$ cat src/rtl/pipe_alu.sv
// Handshaked ALU with a one-deep output register: logic/arith ops complete on the
// acceptance edge, MUL runs an LSB-first shift-add over WIDTH further edges.
module pipe_alu #(
  parameter int WIDTH = 32
) (
  input  logic             clk,
  input  logic             rst,
  input  logic             in_valid,
  output logic             in_ready,
  input  logic [3:0]       ALUctl,
  input  logic [WIDTH-1:0] a,
  input  logic [WIDTH-1:0] b,
  output logic             out_valid,
  input  logic             out_ready,
  output logic [WIDTH-1:0] s,
  output logic             zero_flag,
  output logic             overflow_flag
);

  localparam int CNT_W = $clog2(WIDTH);

  localparam logic [3:0] OP_AND  = 4'b0000;
  localparam logic [3:0] OP_OR   = 4'b0001;
  localparam logic [3:0] OP_ADD  = 4'b0010;
  localparam logic [3:0] OP_SLTU = 4'b0011;
  localparam logic [3:0] OP_MUL  = 4'b0100;
  localparam logic [3:0] OP_SUB  = 4'b0110;
  localparam logic [3:0] OP_SLT  = 4'b0111;
  localparam logic [3:0] OP_NOR  = 4'b1100;

  typedef enum logic {IDLE, MULT} state_t;

  state_t               state, state_nxt;
  logic                 accept, mul_last;
  logic [WIDTH:0]       alu_res;
  logic [2*WIDTH-1:0]   acc_nxt;

  logic                 vld_p1;
  logic [WIDTH-1:0]     res_p1;
  logic                 zf_p1, ovf_p1;
  logic [2*WIDTH-1:0]   acc_p1, mcand_p1;
  logic [WIDTH-1:0]     mplier_p1;
  logic [CNT_W-1:0]     cnt_p1;

  // Returns {overflow, result} for every single-cycle opcode; unknown codes give zero.
  function automatic logic [WIDTH:0] alu_op(input logic [3:0] op,
                                            input logic [WIDTH-1:0] x,
                                            input logic [WIDTH-1:0] y);
    logic signed [WIDTH-1:0] xs, ys, sum, diff;
    logic                    add_ovf, sub_ovf;
    xs      = $signed(x);
    ys      = $signed(y);
    sum     = xs + ys;
    diff    = xs - ys;
    add_ovf = (xs[WIDTH-1] == ys[WIDTH-1]) && (sum[WIDTH-1] != xs[WIDTH-1]);
    sub_ovf = (xs[WIDTH-1] != ys[WIDTH-1]) && (diff[WIDTH-1] != xs[WIDTH-1]);
    case (op)
      OP_AND:  alu_op = {1'b0, x & y};
      OP_OR:   alu_op = {1'b0, x | y};
      OP_NOR:  alu_op = {1'b0, ~(x | y)};
      OP_ADD:  alu_op = {add_ovf, sum};
      OP_SUB:  alu_op = {sub_ovf, diff};
      // Sign of a-b is wrong exactly when the subtraction overflowed.
      OP_SLT:  alu_op = {1'b0, {(WIDTH-1){1'b0}}, diff[WIDTH-1] ^ sub_ovf};
      OP_SLTU: alu_op = {1'b0, {(WIDTH-1){1'b0}}, x < y};
      default: alu_op = '0;
    endcase
  endfunction

  assign alu_res   = alu_op(ALUctl, a, b);
  assign in_ready  = (state == IDLE) && (!vld_p1 || out_ready);
  assign accept    = in_valid && in_ready;
  assign mul_last  = (state == MULT) && (cnt_p1 == CNT_W'(WIDTH - 1));
  assign acc_nxt   = acc_p1 + (mplier_p1[0] ? mcand_p1 : '0);

  always_ff @(posedge clk or posedge rst) begin
    if (rst) state <= IDLE;
    else     state <= state_nxt;
  end

  always_comb begin
    state_nxt = state;
    case (state)
      IDLE:    if (accept && (ALUctl == OP_MUL)) state_nxt = MULT;
      MULT:    if (mul_last) state_nxt = IDLE;
      default: state_nxt = IDLE;
    endcase
  end

  // ---- stage p1: result register and multiplier datapath ----
  always_ff @(posedge clk or posedge rst) begin
    if (rst) begin
      vld_p1    <= 1'b0;
      res_p1    <= '0;
      zf_p1     <= 1'b1;
      ovf_p1    <= 1'b0;
      acc_p1    <= '0;
      mcand_p1  <= '0;
      mplier_p1 <= '0;
      cnt_p1    <= '0;
    end else if (state == MULT) begin
      acc_p1    <= acc_nxt;
      mcand_p1  <= mcand_p1 << 1;
      mplier_p1 <= mplier_p1 >> 1;
      cnt_p1    <= cnt_p1 + 1'b1;
      if (mul_last) begin
        res_p1 <= acc_nxt[WIDTH-1:0];
        zf_p1  <= ~|acc_nxt[WIDTH-1:0];
        ovf_p1 <= |acc_nxt[2*WIDTH-1:WIDTH];
        vld_p1 <= 1'b1;
      end
    end else if (accept) begin
      if (ALUctl == OP_MUL) begin
        acc_p1    <= '0;
        cnt_p1    <= '0;
        mcand_p1  <= {{WIDTH{1'b0}}, a};
        mplier_p1 <= b;
        vld_p1    <= 1'b0;
      end else begin
        res_p1 <= alu_res[WIDTH-1:0];
        ovf_p1 <= alu_res[WIDTH];
        zf_p1  <= ~|alu_res[WIDTH-1:0];
        vld_p1 <= 1'b1;
      end
    end else if (out_ready) begin
      vld_p1 <= 1'b0;
    end
  end

  assign out_valid     = vld_p1;
  assign s             = res_p1;
  assign zero_flag     = zf_p1;
  assign overflow_flag = ovf_p1;

endmodule

$ cat config.mk
export PLATFORM = sky130hd
export DESIGN_NAME = pipe_alu
export DESIGN_NICKNAME = d
export VERILOG_FILES = /design/src/rtl/pipe_alu.sv
export SDC_FILE = /design/constraint.sdc
export NUM_CORES = 1
export LEC_CHECK = 0
export BUFFER_PORTS_ARGS = -buffer_cell sky130_fd_sc_hd__buf_2
export CORE_UTILIZATION = 50
export DETAILED_ROUTE_END_ITERATION = 8
export PLACE_DENSITY = 0.67
export SLEW_MARGIN = 0
export SYNTH_ARGS = -nofsm -noshare
export SYNTH_HDL_FRONTEND = slang
export SYNTH_SLANG_ARGS = --single-unit
$ cat constraint.sdc
create_clock -name clk -period 8.6 [get_ports clk]
set_input_delay 0.86 -clock clk [delete_from_list [all_inputs] [get_ports clk]]
set_output_delay 0.86 -clock clk [all_outputs]
set_load 0.03 [all_outputs]
==> impl_metrics.env <==
export IMPL_status="complete, no violations"
export IMPL_h_tree_depth=1
export IMPL_synth_most_common_cell="nand2_1"
export IMPL_cts_tree="built"
export IMPL_holdBufCountCts=0
export IMPL_synth_seq_cells=201
export IMPL_cp_top_family="compound AO/OA/AOI/OAI gates"
export IMPL_die_w_um=196.7
export IMPL_cts_clk_slew_worst_paths_ns=0.06
export IMPL_dr_wl_met2_um=30380
export IMPL_ys_types=101
export IMPL_rsz0062_at_grt="no"
export IMPL_via_count=19441
export IMPL_worstReg2RegEnd="overflow_flag"
export IMPL_clock_latency_ns=0.58
export IMPL_wl_met1_um=32230
export IMPL_postCtsResizedCells=0
export IMPL_cts_buffers=26
export IMPL_area_growth_pct=8.912
export IMPL_slowest_delay_ns=0.50
export IMPL_coreArea_mm2=0.03696
export IMPL_yosysSeqAreaShare=0.2654
export IMPL_final_hold_violation_count=0
export IMPL_r2r_start="mplier_p1[0]"
export IMPL_dr_pass1_iters=5
export IMPL_cp_arrival_ns=5.44
export IMPL_avgSynthCellArea_um2=7.615
export IMPL_top_layer="met4"
export IMPL_drive_above_1_share=0.09784
export IMPL_netlist_area_mm2=0.01895
export IMPL_drv_cap=0
export IMPL_route_met3_wl_um=6366
export IMPL_regArea_mm2=0.005035
export IMPL_postSynthCellCount=2489
export IMPL_port_buffer_count=107
export IMPL_timing_fmax_ghz=0.2026
export IMPL_routed_via_density=6.459
export IMPL_nets=2731
export IMPL_synth_nets=2735
export IMPL_synthTopCellsByArea="dfrtp_1, ha_1, nand2_1"
export IMPL_powerDensity_mw_per_mm2=331.2
export IMPL_numClockSinks=201
export IMPL_dp_slack_ns=3.179
export IMPL_placed_cells=2961
export IMPL_cp_data_required_time_ns=9.10
export IMPL_ff2ff_setup_slack_ns=3.71
export IMPL_cts_setup_buffers=0
export IMPL_final_cells=3010
export IMPL_drtIter0Drc=2047
export IMPL_start_util=0.5128
export IMPL_grt_usage=0.3647
export IMPL_period_minus_slack_ns=4.936
export IMPL_cp_buffers_inverters=2
export IMPL_finalWirelength_um=71080
export IMPL_die_h_um=196.7
export IMPL_synth_top_area_frac=0.2641
export IMPL_drv_slew=0
export IMPL_worst_r2r_path_depth=14
export IMPL_hp_class="in2async"
export IMPL_ys_warn_count=0
export IMPL_antenna_found_initial=6
export IMPL_leakage_nw=9.416
export IMPL_grt_ovfl_total=0
export IMPL_synth_edf_count=0
export IMPL_place_congestion=0.9751
export IMPL_synth_ff_type="dfrtp_1"
export IMPL_cp_end_kind="register"
export IMPL_ir_worst_vdd_mv=0.2076
export IMPL_hpwlAfterDp_um=53350
export IMPL_wl_per_cell_um=23.61
export IMPL_ctsLongestPathBuffers=3
export IMPL_relSlewSlack=0.2939
export IMPL_cts_root_buf="clkbuf_16"
export IMPL_dieArea_mm2=0.03869
export IMPL_path_cells="buf_2 -> inv_1 -> ha_1 -> nand2b_1 -> a221oi_1 -> or3_1 -> a31oi_1 -> a211oi_2 -> o21ai_1 -> a311oi_1 -> nor2_1 -> o21bai_1 -> a21oi_1 -> o21bai_1 -> fa_1 -> a31oi_1 -> o32ai_1 -> nor2_1 -> o2111a_1 -> and4b_1 -> nand4_1 -> o21bai_1"
export IMPL_timing_final_ws_setup_ns=3.664
export IMPL_grt_pass1_wl_um=109400
export IMPL_worstSetupStartpointType="primary input"
export IMPL_antenna_left=0
export IMPL_drc=0
export IMPL_crit_fanout=16
export IMPL_tightest_slew_ns=1.057
export IMPL_ys_top_cells_by_count="nand2_1, dfrtp_1, nor2_1"
export IMPL_crit_top_cell="o21bai_1"
export IMPL_setup_viol=0
export IMPL_rows=70
export IMPL_grt_pass1_vias=18394
export IMPL_slowest_stage="ha_1"
export IMPL_placed_cell_area_mm2=0.01970
export IMPL_num_io_pins=108
export IMPL_multiInputGateArea_mm2=0.01290
export IMPL_synth_top_area_cell="dfrtp_1"
export IMPL_crit_type="in2reg"
export IMPL_final_area_mm2=0.02064
export IMPL_skew_ns=0.01410
export IMPL_grt_max_degree=81
export IMPL_synth_async_reset_ratio=1.000
export IMPL_finalCritPeriodShare=0.5740
export IMPL_finalSetupTns_ns=0
export IMPL_fillers=3546
[cell type report]
cell class | count | share of cell area
Clock inverter | 17 | 0.01146
Inverter | 114 | 0.02115
Multi-Input combinational cell | 2014 | 0.6249
Antenna cell | 2 | 0.0002425
Clock buffer | 30 | 0.03419
Timing Repair Buffer | 128 | 0.03358
Sequential cell | 201 | 0.2439
Tap cell | 504 | 0.03055
[layer usage]
metal / vias up / global-route usage
met1: 9446 / 0.5278
met4: 0 / 0.1016
li1: 9021 / -
met2: 865 / 0.5517
met3: 109 / 0.06845
met5: - / 0
[flip-flops by register name, summed over array words and instances, names as in the netlist]
register / count
overflow_flag: 1
cnt_p1: 5
s: 32
mplier_p1: 32
state: 1
acc_p1: 64
out_valid: 1
mcand_p1: 64
zero_flag: 1
[how the worst max path moves through the flow]
stage	cells past startpoint	slack, ns	start	end
2_1_floorplan	1	2.26	rst	acc_p1[0]
6_report	22	3.66	a[10]	zero_flag
3_3_place_gp	22	3.27	a[10]	zero_flag
4_1_cts	22	3.74	a[10]	zero_flag
3_5_place_dp	22	3.18	a[10]	zero_flag
5_1_grt	22	3.25	a[10]	zero_flag
[power by group]
part	leakage (nW)	total (mW)	switching, mW	internal, mW
logic	6.43	3.89	2.57	1.32
clock network	0.460	1.21	0.471	0.739
registers	2.53	1.74	0.375	1.36
[layout by cell type (no fill, tap or decap), drive strengths merged, types with 18 or more instances in the layout]
| master | n |
|---|---|
| or3 | 23 |
| a211oi | 30 |
| o31ai | 21 |
| nand2 | 400 |
| inv | 114 |
| nand4 | 40 |
| nor4 | 18 |
| xnor2 | 23 |
| and3 | 19 |
| o21bai | 28 |
| buf | 128 |
| o22ai | 59 |
| o21a | 22 |
| xor2 | 25 |
| o211ai | 22 |
| and2 | 88 |
| nor3 | 47 |
| nand2b | 18 |
| a21oi | 185 |
| a21o | 47 |
| a22oi | 80 |
| a31oi | 20 |
| dfrtp | 200 |
| nor2 | 181 |
| nand3 | 44 |
| ha | 170 |
| clkbuf | 30 |
| o21ai | 179 |
[per-stage QoR]
step / hold slack (ns) / power, mW / utilization
after floorplan: 0.4463 / 4.353 / -
after global placement: 0.4528 / 5.464 / 0.5329
after detailed placement: 0.4564 / 5.520 / 0.5329
after CTS: 0.3720 / 6.760 / 0.5584
after global routing: 0.4135 / 7.279 / 0.5584
final: 0.3629 / 6.837 / 0.5585
[logic make-up (layout without fill, tap and decap cells)]
| logic type | after synthesis | after routing | synth area share |
|---|---|---|---|
| muxes | 15 | 15 | 0.008054 |
| AOI/OAI and AO/OA | 835 | 835 | 0.2952 |
| other | 0 | 2 | 0 |
| DFF | 201 | 201 | 0.2654 |
| adders and majority gates | 174 | 174 | 0.1165 |
| xor gates and xnor gates | 48 | 48 | 0.02218 |
| buffers and inverters | 274 | 289 | 0.05677 |
| and+or+nand+nor | 942 | 942 | 0.2359 |
[worst reg2reg max path, stage by stage (launching register included)]
cell and delay, ns:
dfrtp_1 0.72, buf_4 0.47, and2_1 0.33, ha_1 0.35
nand2_1 0.17, o21ai_0 0.13, a221oi_1 0.53, o211ai_1 0.22
nand3_1 0.15, a21boi_1 0.16, o21ai_0 0.48, a21oi_1 0.17
or3_1 0.42, a211oi_1 0.35, a21oi_1 0.11
No activity file was read; power rests on OpenSTA's default activity.
